[config.mk]
export PLATFORM = sky130hd
export DESIGN_NAME = fp_simd_issue
export DESIGN_NICKNAME = d
export VERILOG_FILES = /design/src/rtl/fp_simd_pkg.sv /design/src/rtl/fp_issue_fifo.sv /design/src/rtl/fp_simd_issue.sv
export SDC_FILE = /design/constraint.sdc
export NUM_CORES = 1
export LEC_CHECK = 0
export CAP_MARGIN = 20
export CELL_PAD_IN_SITES_DETAIL_PLACEMENT = 2
export CELL_PAD_IN_SITES_GLOBAL_PLACEMENT = 2
export CORE_UTILIZATION = 45
export CTS_CLUSTER_SIZE = 30
export DETAILED_ROUTE_END_ITERATION = 16
export GPL_TIMING_DRIVEN = 0
export PLACE_DENSITY_LB_ADDON = 0.05
export SLEW_MARGIN = 15
export SYNTH_ARGS = -nofsm -noshare
export SYNTH_HDL_FRONTEND = slang
export SYNTH_SLANG_ARGS = --single-unit
[constraint.sdc]
create_clock -name clk -period 15.5 [get_ports clk]
set_clock_uncertainty 0.2 [all_clocks]
set_input_delay 3.1 -clock clk [delete_from_list [all_inputs] [get_ports clk]]
set_output_delay 3.1 -clock clk [all_outputs]
set_load 0.02 [all_outputs]
[src/rtl/fp_simd_pkg.sv]
// Shared definitions for the FP SIMD issue slice: lane geometry, opcodes and FSM states.
// Used by fp_simd_issue and fp_issue_fifo; see fp_simd_issue.sv for FP_SIMD_ISSUE_TAG_EN.
package fp_simd_pkg;

    localparam int unsigned SIMD_WIDTH = 4;
    localparam int unsigned FP_W       = 22;
    localparam int unsigned VEC_W      = SIMD_WIDTH * FP_W;
    localparam int unsigned OP_W       = 3;

    typedef logic [OP_W-1:0]  opcode_t;
    typedef logic [VEC_W-1:0] vec_t;

    localparam opcode_t OP_ADD        = 3'b000;
    localparam opcode_t OP_SUB        = 3'b001;
    localparam opcode_t OP_MUL        = 3'b010;
    localparam opcode_t OP_RCP        = 3'b011;
    localparam opcode_t OP_REDUCE_ADD = 3'b100;
    localparam opcode_t OP_REDUCE_MUL = 3'b101;
    localparam opcode_t OP_LOAD1      = 3'b110;
    localparam opcode_t OP_LOAD2      = 3'b111;

    typedef enum logic [1:0] {
        StIdle,
        StIssue,
        StWait,
        StRsp
    } issue_state_e;

    // Loads only write unit-internal registers and never return a result.
    function automatic logic op_is_load(input opcode_t op);
        return (op == OP_LOAD1) || (op == OP_LOAD2);
    endfunction

endpackage

[src/rtl/fp_issue_fifo.sv]
// Command FIFO for the FP SIMD issue slice: power-of-two depth, synchronous flush,
// occupancy output. Push is refused when full; pop is ignored when empty.
module fp_issue_fifo #(
    parameter int unsigned WIDTH = 8,
    parameter int unsigned DEPTH = 4,
    localparam int unsigned PTR_W = (DEPTH > 1) ? $clog2(DEPTH) : 1,
    localparam int unsigned LVL_W = $clog2(DEPTH) + 1
) (
    input  logic             clk,
    input  logic             rst_n,
    input  logic             push_i,
    input  logic [WIDTH-1:0] data_i,
    input  logic             pop_i,
    input  logic             flush_i,
    output logic [WIDTH-1:0] data_o,
    output logic             empty_o,
    output logic             full_o,
    output logic [LVL_W-1:0] level_o
);

    logic [WIDTH-1:0] mem_q [DEPTH];
    logic [PTR_W-1:0] wr_ptr_q, wr_ptr_d;
    logic [PTR_W-1:0] rd_ptr_q, rd_ptr_d;
    logic [LVL_W-1:0] level_q, level_d;
    logic             do_push, do_pop;

    assign full_o  = (level_q == LVL_W'(DEPTH));
    assign empty_o = (level_q == '0);
    assign level_o = level_q;
    assign data_o  = mem_q[rd_ptr_q];

    // Flush wins over both push and pop so nothing survives into the next cycle.
    assign do_push = push_i && !full_o && !flush_i;
    assign do_pop  = pop_i && !empty_o && !flush_i;

    always_comb begin
        wr_ptr_d = wr_ptr_q;
        rd_ptr_d = rd_ptr_q;
        level_d  = level_q;
        if (flush_i) begin
            wr_ptr_d = '0;
            rd_ptr_d = '0;
            level_d  = '0;
        end else begin
            if (do_push) begin
                wr_ptr_d = wr_ptr_q + PTR_W'(1);
            end
            if (do_pop) begin
                rd_ptr_d = rd_ptr_q + PTR_W'(1);
            end
            unique case ({do_push, do_pop})
                2'b10:   level_d = level_q + LVL_W'(1);
                2'b01:   level_d = level_q - LVL_W'(1);
                default: level_d = level_q;
            endcase
        end
    end

    always_ff @(posedge clk or negedge rst_n) begin
        if (!rst_n) begin
            wr_ptr_q <= '0;
            rd_ptr_q <= '0;
            level_q  <= '0;
        end else begin
            wr_ptr_q <= wr_ptr_d;
            rd_ptr_q <= rd_ptr_d;
            level_q  <= level_d;
        end
    end

    always_ff @(posedge clk) begin
        if (do_push) begin
            mem_q[wr_ptr_q] <= data_i;
        end
    end

endmodule

[src/rtl/fp_simd_issue.sv]
// Queues FP SIMD commands and issues them one at a time to the SIMD unit, returning results
// over a valid/ready handshake. Define FP_SIMD_ISSUE_TAG_EN to carry caller tags to o_rsp_tag.
module fp_simd_issue
    import fp_simd_pkg::*;
#(
    parameter int unsigned DEPTH = 4,
    parameter int unsigned TAG_W = 4,
    localparam int unsigned LVL_W = $clog2(DEPTH) + 1
) (
    input  logic             clk,
    input  logic             rst_n,
    input  logic             i_cmd_valid,
    output logic             o_cmd_ready,
    input  logic [2:0]       i_cmd_opcode,
    input  logic [87:0]      i_cmd_in1,
    input  logic [87:0]      i_cmd_in2,
    input  logic [TAG_W-1:0] i_cmd_tag,
    input  logic             i_flush,
    output logic             o_simd_en,
    output logic [2:0]       o_simd_opcode,
    output logic [87:0]      o_simd_in1,
    output logic [87:0]      o_simd_in2,
    input  logic             i_simd_busy,
    input  logic             i_simd_valid,
    input  logic [87:0]      i_simd_out,
    output logic             o_rsp_valid,
    output logic [87:0]      o_rsp_data,
    output logic [TAG_W-1:0] o_rsp_tag,
    input  logic             i_rsp_ready,
    output logic [LVL_W-1:0] o_level
);

`ifdef FP_SIMD_ISSUE_TAG_EN
    localparam int unsigned CMD_W = OP_W + 2 * VEC_W + TAG_W;
`else
    localparam int unsigned CMD_W = OP_W + 2 * VEC_W;
`endif

    logic [CMD_W-1:0] cmd_wdata, cmd_rdata;
    logic             fifo_empty, fifo_full;
    logic             issue_go;
    opcode_t          head_op;
    vec_t             head_in1, head_in2;

    issue_state_e     state_q;
    logic             simd_en_q;
    opcode_t          op_q;
    vec_t             in1_q, in2_q;
    logic             rsp_valid_q;
    vec_t             rsp_data_q;

`ifdef FP_SIMD_ISSUE_TAG_EN
    assign cmd_wdata = {i_cmd_opcode, i_cmd_in1, i_cmd_in2, i_cmd_tag};
`else
    assign cmd_wdata = {i_cmd_opcode, i_cmd_in1, i_cmd_in2};
`endif

    assign head_op  = cmd_rdata[CMD_W-1 -: OP_W];
    assign head_in1 = cmd_rdata[CMD_W-OP_W-1 -: VEC_W];
    assign head_in2 = cmd_rdata[CMD_W-OP_W-VEC_W-1 -: VEC_W];

    // A flush in the same cycle must not let a queued entry escape into the issue register.
    assign issue_go = (state_q == StIdle) && !fifo_empty && !i_simd_busy && !i_flush;

    fp_issue_fifo #(
        .WIDTH (CMD_W),
        .DEPTH (DEPTH)
    ) u_fifo (
        .clk     (clk),
        .rst_n   (rst_n),
        .push_i  (i_cmd_valid),
        .data_i  (cmd_wdata),
        .pop_i   (issue_go),
        .flush_i (i_flush),
        .data_o  (cmd_rdata),
        .empty_o (fifo_empty),
        .full_o  (fifo_full),
        .level_o (o_level)
    );

    assign o_cmd_ready = !fifo_full;

    // Issue register is loaded on pop and left untouched until the next pop, so the unit
    // sees a stable opcode/operands for the whole operation.
    always_ff @(posedge clk or negedge rst_n) begin
        if (!rst_n) begin
            state_q     <= StIdle;
            simd_en_q   <= 1'b0;
            op_q        <= '0;
            in1_q       <= '0;
            in2_q       <= '0;
            rsp_valid_q <= 1'b0;
            rsp_data_q  <= '0;
        end else begin
            unique case (state_q)
                StIdle: begin
                    if (issue_go) begin
                        state_q   <= StIssue;
                        simd_en_q <= 1'b1;
                        op_q      <= head_op;
                        in1_q     <= head_in1;
                        in2_q     <= head_in2;
                    end
                end
                StIssue: begin
                    simd_en_q <= 1'b0;
                    state_q   <= op_is_load(op_q) ? StIdle : StWait;
                end
                StWait: begin
                    if (i_simd_valid) begin
                        state_q     <= StRsp;
                        rsp_valid_q <= 1'b1;
                        rsp_data_q  <= i_simd_out;
                    end
                end
                StRsp: begin
                    if (i_rsp_ready) begin
                        state_q     <= StIdle;
                        rsp_valid_q <= 1'b0;
                    end
                end
                default: state_q <= StIdle;
            endcase
        end
    end

`ifdef FP_SIMD_ISSUE_TAG_EN
    logic [TAG_W-1:0] tag_q, rsp_tag_q;

    always_ff @(posedge clk or negedge rst_n) begin
        if (!rst_n) begin
            tag_q     <= '0;
            rsp_tag_q <= '0;
        end else begin
            if (issue_go) begin
                tag_q <= cmd_rdata[TAG_W-1:0];
            end
            if ((state_q == StWait) && i_simd_valid) begin
                rsp_tag_q <= tag_q;
            end
        end
    end

    assign o_rsp_tag = rsp_tag_q;
`else
    logic unused_tag;
    assign unused_tag = ^i_cmd_tag;
    assign o_rsp_tag  = '0;
`endif

    assign o_simd_en     = simd_en_q;
    assign o_simd_opcode = op_q;
    assign o_simd_in1    = in1_q;
    assign o_simd_in2    = in2_q;
    assign o_rsp_valid   = rsp_valid_q;
    assign o_rsp_data    = rsp_data_q;

endmodule

* Yosys cells after proc, flatten, opt, wreduce, memory -nomap -nowiden
Memory sizes are Yosys's and may differ from the RTL's. A register that Yosys moved wholly into a read port is not among the register bits.
Cells that the tools add are included.
** Operators by class
- Add/sub/neg operators :: 4
- Eq/ne operators :: 11
- Multiplexer cells :: 18
- Reduce and logical (&&, ||, !) cells :: 25
** Operators with widths (count)
- 2-bit 2-to-1 mux :: 8
- 3-bit equality test (second input constant) :: 3
- 2-bit one-hot mux with 4 select lines :: 1
- 2-bit nonzero test :: 4
- 1-bit logical AND :: 7
- 2-bit equality test (second input constant) :: 3
- 3-bit one-hot mux with 2 select lines :: 1
- 2-bit AND reduction :: 3
- 3-bit AND reduction :: 2
- 1-bit logical NOT :: 5
- 1-bit 2-to-1 mux :: 5
- 2-bit by 1-bit adder with 2-bit output (second input constant) :: 2
- 2-bit by 1-bit equality test with 1-bit output (second input constant) :: 2
- 2-bit != test (second input constant) :: 2
- 1-bit one-hot mux with 2 select lines :: 2
- 3-bit by 1-bit adder with 3-bit output (second input constant) :: 1
- 3-bit logical NOT :: 1
- 3-bit 2-to-1 mux :: 1
- 3-bit nonzero test :: 1
- 3-bit by 1-bit subtractor with 3-bit output (second input constant) :: 1
- 2-bit logical NOT :: 1
- 2-bit by 1-bit != test with 1-bit output (second input constant) :: 1
- 1-bit logical OR :: 1
** Word-level totals
- Flip-flop bits (word level) :: 99
- Memory bits (writable) :: 716
- Output and inout bits :: 277
- Word-level logic and storage cells :: 66
- Memories kept :: 1
** Memory list
- u_fifo.mem_q :: words 4, bits a word 179, read ports 1, clocked after Yosys merged registers in 1, wr ports 1, RTL line fp_issue_fifo.sv:21 : logic [WIDTH-1:0] mem_q [DEPTH];

* Longest topological paths before layout
- Word-level depth :: 10
- Mapped depth :: 12

* Modules after synthesis
Synthesis repeated with hierarchy kept, for this count alone.
** Unflattened totals
- Cells, all modules :: 1589
- Area total of the unflattened synthesis :: 36511.3 um2
** Modules (own cells, without submodules)
- fp_issue_fifo :: times used 1, cells each 999, area an instance 26337.8 um2, seq. area each 21675.8 um2
- fp_simd_issue :: times used 1, cells each 590, area an instance 10173.5 um2, seq. area each 6781.5 um2

* Worst setup path before layout
Ideal clock, no wire load.
- Path type :: input -> register
- From :: in i_flush
- To :: mem u_fifo.mem_q[0][0] in the netlist's numbering (enable)
- Setup time :: 0.562 ns
- Data arrival time :: 7.566 ns
- Data required time :: 14.738 ns
- Slack :: 7.172 ns
- Stages on the path :: 3
- Cell sequence :: clkbuf_1 nor2_1 and2_1
** On the way
- Longest elaborated chain between the ends :: 4
** RTL lines
- start, declared :: RTL line fp_simd_issue.sv:18 : input logic i_flush,
- 1-bit logical NOT :: RTL line fp_issue_fifo.sv:33 : assign do_push = push_i && !full_o && !flush_i;
- 1-bit logical AND :: RTL line fp_issue_fifo.sv:33
- 1-bit 2-to-1 mux :: RTL line fp_issue_fifo.sv:72 : if (do_push) begin
- 1-bit 2-to-1 mux (not written as such) :: RTL line fp_issue_fifo.sv:73 : mem_q[wr_ptr_q] <= data_i;
- end, declared :: RTL line fp_issue_fifo.sv:21
No other way between the ends.

* Worst setup path after layout
- From :: reg u_fifo.level_q[0], in the netlist u_fifo.level_o[0]
- To :: out o_cmd_ready
** On the way
- Longest elaborated chain between the ends :: 2
** RTL lines
- start, declared :: RTL line fp_issue_fifo.sv:24 : logic [LVL_W-1:0] level_q, level_d;
- start signal, assigned :: RTL line fp_issue_fifo.sv:67 : level_q <= level_d;
- 3-bit equality test :: RTL line fp_issue_fifo.sv:27 : assign full_o = (level_q == LVL_W'(DEPTH));
- 1-bit logical NOT :: RTL line fp_simd_issue.sv:81 : assign o_cmd_ready = !fifo_full;
- end, declared :: RTL line fp_simd_issue.sv:13 : output logic o_cmd_ready,
No other way between the ends.

==> out/metrics.yaml <==
status: "finished clean"
grt_max_degree: 89
dieHeight_um: 287
grt_usage: 0.243
detail_route.wl_per_cell_um: 28.9
pin_count: 555
drive_above_1_share: 0.297
portBuffers: 546
synth_edf_count: 716
report.final.setup_viol: 0
cp_top_family: "buffers and inverters"
switchingPower_mw: 2.23
finalCritPeriodShare: 0.362
seq_area_sq_um: 28500
cts.sink_count: 994
critPathKind: "register to output port"
grt-ovfl-total: 0
multi_input_area_sq_um: 7510
synth_cells: 1575
antenna_left: 0
drc: 0
cpPeakStageDelay_ns: 0.61
ys_ff_latch: 994
die_area_sq_um: 82300
antenna_found_initial: 30
grt_pass1_wl_um: 144000
grt_pass1_vias: 20700
yosysTopAreaCell: "edfxtp_1"
place_congestion: 0.759
rows: 104
synth_top_area_share: 0.589
crit_chain: "or3b_1 > clkbuf_1 > clkdlybuf4s50_1"
cpMaxStageDelayCell: "clkdlybuf4s50_1"
final_cell_mix: "edfxtp_1 (716), clkdlybuf4s50_1 (545), dfrtp_1 (278)"
seq_area_frac_synth: 0.780
crit_required_ns: 12.20
fp.coreArea_sq_um: 80400
fill_cells: 6456
die_w_um: 287
via_per_inst: 5.37
switching_share: 0.279
dp_slack_ns: 9.26
hold_path.class: "register to register"
rsz0062_at_grt: "no"
clockPowerShare: 0.318
fin_area_sq_um: 47400
drt_pass1_iterations: 4
ir_drop_v: 0.000106
synth_area_leaders: "edfxtp_1 (59%), dfrtp_1 (19%), mux4_2 (11%)"
endpoint_kind: "output port"
post-dp-hpwl_um: 65200
placed_area_sq_um: 43900
layout.nets: 2532
p_seq_frac: 0.435
cts-root-buf: "clkbuf_16"
path_clk_slew_ns: 0.06
drtIter0Drc: 904
synth_flop_cell: "edfxtp_1"
p_int_mw: 5.78
cts_setup_buffers: 0
max_freq_mhz: 178
worstMarginPinSlew_ns: 0.787
crit_buf_inv: 2
clk_latency_ns: 0.66
startpoint_type: "register"
cts_resized: 0
wirelength_um: 98600
critical_path_arrival_ns: 2.31
synth_area_sq_um: 36500
slew_violations: 0
syn_area_per_cell_sq_um: 23.2
power.density_nw_per_um2: 169
final_common_cell: "edfxtp_1"
power_frac_comb: 0.248
syn2layout_area_growth_pct: 29.9
cts_buffer_depth: 3
synthArstFlopShare: 0.280
fin_crit_ns: 5.61
worst_slack_ns: 9.89
drv_cap: 0
vias: 18300
crit_fanout: 7
initial_utilization: 0.454
cts_tree: "done"
hold_viol: 0
fin_tns_setup_ns: 0
ys_warn_count: 0
p_leak_nw: 16.7
cts_buffers: 102
fin_util: 0.590
relSlewSlack: 0.475
ys_types: 38
cts_max_level: 3
postCtsHoldBufs: 0
## layout make-up
cell class                 instances  share of cell area
antenna                           11            0.000581
buffer                            78              0.0114
clock buffer                     145              0.0610
clock inverter                    46              0.0129
inverter                           4            0.000317
multi-input combinational        502               0.158
sequential                       994               0.600
tap                             1060              0.0280
timing repair buffer             567               0.127
## kinds of logic after synthesis
family / Yosys count / share of synthesized area
AO/OA/AOI/OAI: 9 / 0.00161
XOR/XNOR: 4 / 0.000960
adder cells (fa/ha/maj): 5 / 0.00192
buffers and inverters: 82 / 0.0152
flip-flops: 994 / 0.780
multiplexers: 450 / 0.196
other: 1 / 0.000103
AND/OR/NAND/NOR: 30 / 0.00456
## routing by layer
layer,track usage,share of wire
met5,0,0.0022
met3,0.0594,0.053
met1,0.294,0.38
met4,0.0818,0.029
met2,0.426,0.54
## synth_stat cells, drive strengths merged, types with 2 or more instances
| cell type | n |
|---|---|
| a21oi | 3 |
| nand3 | 2 |
| nand2b | 2 |
| nor2 | 7 |
| or3 | 2 |
| mux2i | 2 |
| dfrtp | 278 |
| ha | 4 |
| nand2 | 6 |
| buf | 57 |
| nor2b | 2 |
| edfxtp | 716 |
| and2 | 5 |
| inv | 4 |
| mux2 | 269 |
| xnor2 | 2 |
| clkbuf | 21 |
| mux4 | 179 |
| xor2 | 2 |
| nor3 | 2 |
## path summary, 6_finish.rpt
check	from	endpoint	slack [ns]	cells past startpoint
worst max-delay path	u_fifo.level_o[0]$_DFFE_PN0P_	o_cmd_ready	9.89	3
worst min register to register	o_simd_in2[6]$_DFFE_PN0P_	o_simd_in2[6]$_DFFE_PN0P_	0.30	1
worst min-delay path	o_simd_in2[6]$_DFFE_PN0P_	o_simd_in2[6]$_DFFE_PN0P_	0.30	1
min in group asynchronous	rst_n	o_simd_in1[57]$_DFFE_PN0P_	2.07	1
worst max register to register	u_fifo.level_o[0]$_DFFE_PN0P_	u_fifo.level_o[2]$_DFFE_PN0P_	12.06	11
max in group asynchronous	rst_n	o_simd_in1[87]$_DFFE_PN0P_	11.95	3
## power by group through the flow
stage | Clock (mW) | Combinational [mW] | Sequential [mW]
floorplan | 0 | 0.541 | 3.89
global placement | 0 | 1.92 | 3.52
detailed placement | 0 | 1.99 | 3.53
CTS | 2.60 | 2.01 | 3.49
global route | 2.69 | 2.07 | 3.52
finish | 2.54 | 1.98 | 3.48
## flip-flops by register name, indices dropped and copies added, names as in the netlist, named ones only
name,cells
u_fifo.rd_ptr_q,2
o_simd_in2,88
o_simd_opcode,3
u_fifo.level_o,3
o_simd_in1,88
u_fifo.wr_ptr_q,2
u_fifo.mem_q,716
o_simd_en,1
o_rsp_valid,1
state_q,1
o_rsp_data,88
## metrics by stage
step / cells / total power [mW] / hold slack (ns)
2_1_floorplan: 1578 / 4.43 / 0.343
3_3_place_gp: 3184 / 5.44 / 0.272
3_5_place_dp: 3205 / 5.52 / 0.292
4_1_cts: 3396 / 8.10 / 0.305
5_1_grt: 3407 / 8.28 / 0.322
6_report: 3407 / 8.01 / 0.298
No activity file was read; power rests on OpenSTA's default activity.
